<file path="config.mk">
export PLATFORM = sky130hd
export DESIGN_NAME = mem_req_arbiter
export DESIGN_NICKNAME = d
export VERILOG_FILES = /design/src/rtl/mem_req_arbiter.sv
export SDC_FILE = /design/constraint.sdc
export NUM_CORES = 1
export LEC_CHECK = 0
export CAP_MARGIN = 20
export CELL_PAD_IN_SITES_DETAIL_PLACEMENT = 1
export CELL_PAD_IN_SITES_GLOBAL_PLACEMENT = 2
export CORE_MARGIN = 2
export CORE_UTILIZATION = 22
export CTS_CLUSTER_DIAMETER = 40
export CTS_CLUSTER_SIZE = 14
export DETAILED_ROUTE_END_ITERATION = 6
export PLACE_DENSITY_LB_ADDON = 0.12
export REMOVE_ABC_BUFFERS = 1
export SLEW_MARGIN = 0
export SYNTH_ARGS = -nofsm -noshare
export SYNTH_HDL_FRONTEND = slang
export SYNTH_SLANG_ARGS = --single-unit
</file>
<file path="constraint.sdc">
create_clock -name clock -period 2 [get_ports clock]
set_input_delay 0.4 -clock clock [delete_from_list [all_inputs] [get_ports clock]]
set_output_delay 0.4 -clock clock [all_outputs]
set_load 0.01 [all_outputs]
</file>
<file path="src/rtl/mem_req_arbiter.sv">
`default_nettype none
// ============================================================================
// mem_req_arbiter
// Shares the single axi_rw request port between fetch and load/store paths.
// Revision: 1.0
// ============================================================================
module mem_req_arbiter #(
  parameter int ADDR_W = 64,
  parameter int DATA_W = 64,
  parameter bit RR_EN  = 1'b1
) (
  input  logic                clock,
  input  logic                reset,
  input  logic                if_valid_i,
  input  logic [ADDR_W-1:0]   if_addr_i,
  input  logic [1:0]          if_size_i,
  output logic                if_ready_o,
  output logic [DATA_W-1:0]   if_data_o,
  output logic [1:0]          if_resp_o,
  input  logic                mem_valid_i,
  input  logic                mem_write_i,
  input  logic [ADDR_W-1:0]   mem_addr_i,
  input  logic [1:0]          mem_size_i,
  input  logic [DATA_W-1:0]   mem_wdata_i,
  input  logic [DATA_W/8-1:0] mem_strb_i,
  output logic                mem_ready_o,
  output logic [DATA_W-1:0]   mem_data_o,
  output logic [1:0]          mem_resp_o,
  output logic                rw_valid_o,
  input  logic                rw_ready_i,
  output logic                rw_req_o,
  output logic [ADDR_W-1:0]   rw_addr_o,
  output logic [1:0]          rw_size_o,
  output logic [DATA_W-1:0]   rw_wdata_o,
  output logic [DATA_W/8-1:0] rw_strb_o,
  input  logic [DATA_W-1:0]   rw_rdata_i,
  input  logic [1:0]          rw_resp_i,
  output logic                busy_o
);

  localparam logic REQ_READ  = 1'b0;
  localparam logic REQ_WRITE = 1'b1;

  typedef enum logic [1:0] {
    IDLE     = 2'd0,
    IF_BUSY  = 2'd1,
    MEM_BUSY = 2'd2,
    DONE     = 2'd3
  } state_t;

  state_t state;
  logic   last_grant_mem;
  logic   grant_mem;
  logic   grant_if;

  // On a tie, round-robin favours whoever did not win last; fixed mode favours mem.
  assign grant_mem = mem_valid_i && (!if_valid_i || !RR_EN || !last_grant_mem);
  assign grant_if  = if_valid_i && !grant_mem;

  always_ff @(posedge clock) begin
    if (reset) begin
      state          <= IDLE;
      last_grant_mem <= 1'b0;
      busy_o         <= 1'b0;
      rw_valid_o     <= 1'b0;
      rw_req_o       <= REQ_READ;
      rw_addr_o      <= '0;
      rw_size_o      <= '0;
      rw_wdata_o     <= '0;
      rw_strb_o      <= '0;
      if_ready_o     <= 1'b0;
      if_data_o      <= '0;
      if_resp_o      <= '0;
      mem_ready_o    <= 1'b0;
      mem_data_o     <= '0;
      mem_resp_o     <= '0;
    end else begin
      if_ready_o  <= 1'b0;
      mem_ready_o <= 1'b0;
      case (state)
        IDLE: begin
          if (grant_mem) begin
            state      <= MEM_BUSY;
            busy_o     <= 1'b1;
            rw_valid_o <= 1'b1;
            rw_req_o   <= mem_write_i ? REQ_WRITE : REQ_READ;
            rw_addr_o  <= mem_addr_i;
            rw_size_o  <= mem_size_i;
            rw_wdata_o <= mem_wdata_i;
            rw_strb_o  <= mem_strb_i;
          end else if (grant_if) begin
            state      <= IF_BUSY;
            busy_o     <= 1'b1;
            rw_valid_o <= 1'b1;
            rw_req_o   <= REQ_READ;
            rw_addr_o  <= if_addr_i;
            rw_size_o  <= if_size_i;
            rw_wdata_o <= '0;
            rw_strb_o  <= '0;
          end
        end
        IF_BUSY, MEM_BUSY: begin
          if (rw_ready_i) begin
            state      <= DONE;
            rw_valid_o <= 1'b0;
            if (state == MEM_BUSY) begin
              mem_data_o     <= rw_rdata_i;
              mem_resp_o     <= rw_resp_i;
              mem_ready_o    <= 1'b1;
              last_grant_mem <= 1'b1;
            end else begin
              if_data_o      <= rw_rdata_i;
              if_resp_o      <= rw_resp_i;
              if_ready_o     <= 1'b1;
              last_grant_mem <= 1'b0;
            end
          end
        end
        DONE: begin
          state  <= IDLE;
          busy_o <= 1'b0;
        end
        default: begin
          state  <= IDLE;
          busy_o <= 1'b0;
        end
      endcase
    end
  end

endmodule
`default_nettype wire

</file>
==> results_dict.tcl <==
set metrics [dict create \
    grt_max_degree 67 \
    numCtsBuffers 58 \
    tightest_slew_ps 398 \
    overflow 0 \
    clock.fmax_mhz 516 \
    fin_crit_ps 1940 \
    core-area_sq_um 46600 \
    use_met3 0.0761 \
    ir_drop_mv 0.632 \
    hp-start "reset" \
    ant_nets 0 \
    grt.met2_usage 0.316 \
    multiInputGateArea_sq_um 4270 \
    p_leak_nw 6.93 \
    cp_max_fo 2 \
    num-nets-final 1973 \
    dieArea_sq_um 49000 \
    ys_seq_area_frac 0.536 \
    postSynthCellCount 1144 \
    routed_wirelength_um 46300 \
    ys_types 33 \
    hp-class "in2reg" \
    clk_pin_slew_ps 50 \
    rsz0062_at_grt "false" \
    post-cts-setup-buffers 0 \
    vias 10472 \
    hold_violations 0 \
    holdPathEnd "rw_addr_o[47]" \
    gp_congestion 0.788 \
    grt_pass1_vias 11005 \
    antenna_found_initial 7 \
    syn_avg_cell_area_sq_um 9.08 \
    drtIter0Drc 329 \
    wl_per_cell_um 19.7 \
    initial_core_util 0.223 \
    hpwlAfterDp_um 33200 \
    stdcell_area_sq_um 18700 \
    reg2reg_slack_ps 250 \
    setup_tns_ps 0 \
    cts_sinks 278 \
    io_buffers 550 \
    worstPathArrival_ps 1540 \
    status "finished clean" \
    required_ps 1600 \
    reg2regPathDepth 6 \
    drive_above_1_share 0.120 \
    met1_usage 0.202 \
    worstSetupPathType "reg2out" \
    die_x_um 221 \
    crit_buf_inv 1 \
    io_pins 551 \
    first_pass_iters 4 \
    cpMaxStageDelayCell "clkdlybuf4s50_1" \
    max-slew-margin-rel 0.735 \
    clk_latency_ps 580 \
    yosys_register_bits 278 \
    slew_viol_final 0 \
    holdWs_ps 221 \
    die_h_um 221 \
    synth_area_sq_um 10400 \
    setup_slack_ps 61.9 \
    yosysWarnings 0 \
    cts_max_path_buffers 3 \
    cp-end-kind "output pin" \
    place_area_sq_um 16600 \
    path_delay_family "buffers and inverters" \
    htree_levels 2 \
    powerDensity_nw_per_um2 1430 \
    crit_path_start_kind "flop" \
    tritoncts "built" \
    num_rows 79 \
    drc_errors 0 \
    path_cells "clkdlybuf4s50_1" \
    drv_cap 0 \
    detailedPlace.worstSlack_ps -69.0 \
    synthToLayoutAreaGrowth_pct 80.6 \
    ctsHoldBuffers 0 \
    fin_worst_skew_ps 16.1 \
    r2r_end "if_data_o[38]" \
    slowest_delay_ps 630 \
    fill_cells 5265 \
    seq_area_sq_um 5570 \
    whs_path_depth 2 \
    r2r_start "state[1]" \
    via_per_inst 4.46 \
    post-route-period-util 0.969 \
    grt_usage 0.182 \
    grt-busiest-layer "met2" \
    root_buffer "clkbuf_16" \
    grt_first_pass_wirelength_um 68800 \
    setup_viol 0 \
]
## cells in the final DEF, fill, tap and decap left out, types with 2 or more instances in the layout
master	instances
buf_12	19
nor2_1	69
clkinv_4	3
clkbuf_1	12
a311oi_1	16
buf_4	14
dfxtp_1	278
a22o_1	73
ha_1	5
a311oi_2	50
nor3_1	2
clkinvlp_4	3
diode_2	2
clkinv_2	5
clkbuf_8	11
nand2_1	380
nand2_2	21
nor3b_1	2
inv_6	3
clkbuf_16	61
bufinv_16	11
a211oi_1	2
a211o_1	2
dlygate4sd2_1	4
clkdlybuf4s50_1	541
a21oi_1	134
inv_1	2
dlymetal6s2s_1	4
## sequential cells by signal, indices dropped and copies added (netlist names)
register        count
rw_strb_o           8
if_resp_o           2
if_data_o          64
rw_valid_o          1
rw_size_o           2
if_ready_o          1
mem_resp_o          2
last_grant_mem      1
busy_o              1
mem_data_o         64
rw_addr_o          64
mem_ready_o         1
rw_req_o            1
state               2
rw_wdata_o         64
## worst max path at each step
| stage | start | endpoint | depth (start not counted) |
|---|---|---|---|
| 2_1_floorplan | state[0] | rw_req_o | 5 |
| 3_3_place_gp | if_valid_i | rw_addr_o[6] | 5 |
| 3_5_place_dp | if_valid_i | rw_addr_o[25] | 5 |
| 4_1_cts | busy_o | busy_o | 1 |
| 5_1_grt | rw_addr_o[4] | rw_addr_o[4] | 1 |
| 6_report | mem_data_o[51] | mem_data_o[51] | 1 |
## synthesized netlist by cell type
cell type  number  share of area
nor3b_1         2         0.0014
nand3_1         1        0.00048
buf_6          12          0.013
and3b_1         1        0.00084
nor3b_2         1         0.0012
a22o_1         73          0.062
o21a_1          1        0.00072
buf_12          2         0.0039
a211oi_1        2         0.0014
ha_1            5         0.0060
a21bo_2         1        0.00096
nor3_1          2        0.00096
clkbuf_1       20         0.0072
nand2_2        20          0.012
nor2_1         69          0.025
and2_1          1        0.00060
a211o_1         2         0.0017
a311oi_2       50          0.072
or3b_1          1        0.00084
o21ai_1         1        0.00048
a21boi_2        1         0.0011
a221oi_1        1        0.00084
a311oi_1       16          0.013
a21oi_1       134          0.065
nand3b_1        1        0.00072
inv_1           2        0.00072
nand2_1       381           0.14
buf_4          10         0.0072
nor2_4          1         0.0011
buf_1          11         0.0040
nand2b_1        1        0.00060
buf_2          40          0.019
dfxtp_1       278           0.54
## stage by stage
stage	std cells	utilization	total power, W
floorplan	1049	-	0.0104
global placement	2239	0.357	0.0164
detailed placement	2239	0.357	0.0165
CTS	2347	0.402	0.0272
global route	2349	0.403	0.0282
finish	2349	0.403	0.0267
## cell type report
type,count,area share
inverter,2,0.000400
clock buffer,83,0.0912
sequential,278,0.297
multi-input combinational,769,0.228
antenna,2,0.000267
tap,607,0.0405
clock inverter,25,0.0230
timing repair buffer,583,0.320
## where the power goes
group / leakage, nW / internal, W / total [W] / switching [W]
Combinational: 3.62 / 0.00431 / 0.00862 / 0.00430
Clock: 1.04 / 0.00731 / 0.0105 / 0.00322
Sequential: 2.28 / 0.00688 / 0.00758 / 0.000704
## layer usage
metal  vias to the layer above  part of all wire
li1                       5007                 -
met2                       361              0.50
met3                        74             0.093
met5                         -            0.0012
met4                         8             0.018
met1                      5022              0.39
## kinds of logic after synthesis
group / count (synthesis) / share of synthesized area
DFF: 278 / 0.536
and+or+nand+nor: 482 / 0.184
adders and majority gates: 5 / 0.00602
AOI/OAI and AO/OA: 282 / 0.219
buffers and inverters: 97 / 0.0553
## timing repair
item                                   4_1_cts  5_1_grt
setup endpoints to repair                    4        5
endpoints found under the hold margin        0        0
resized for setup                            4        5
Note: power is estimated with default switching activity, not from simulation.
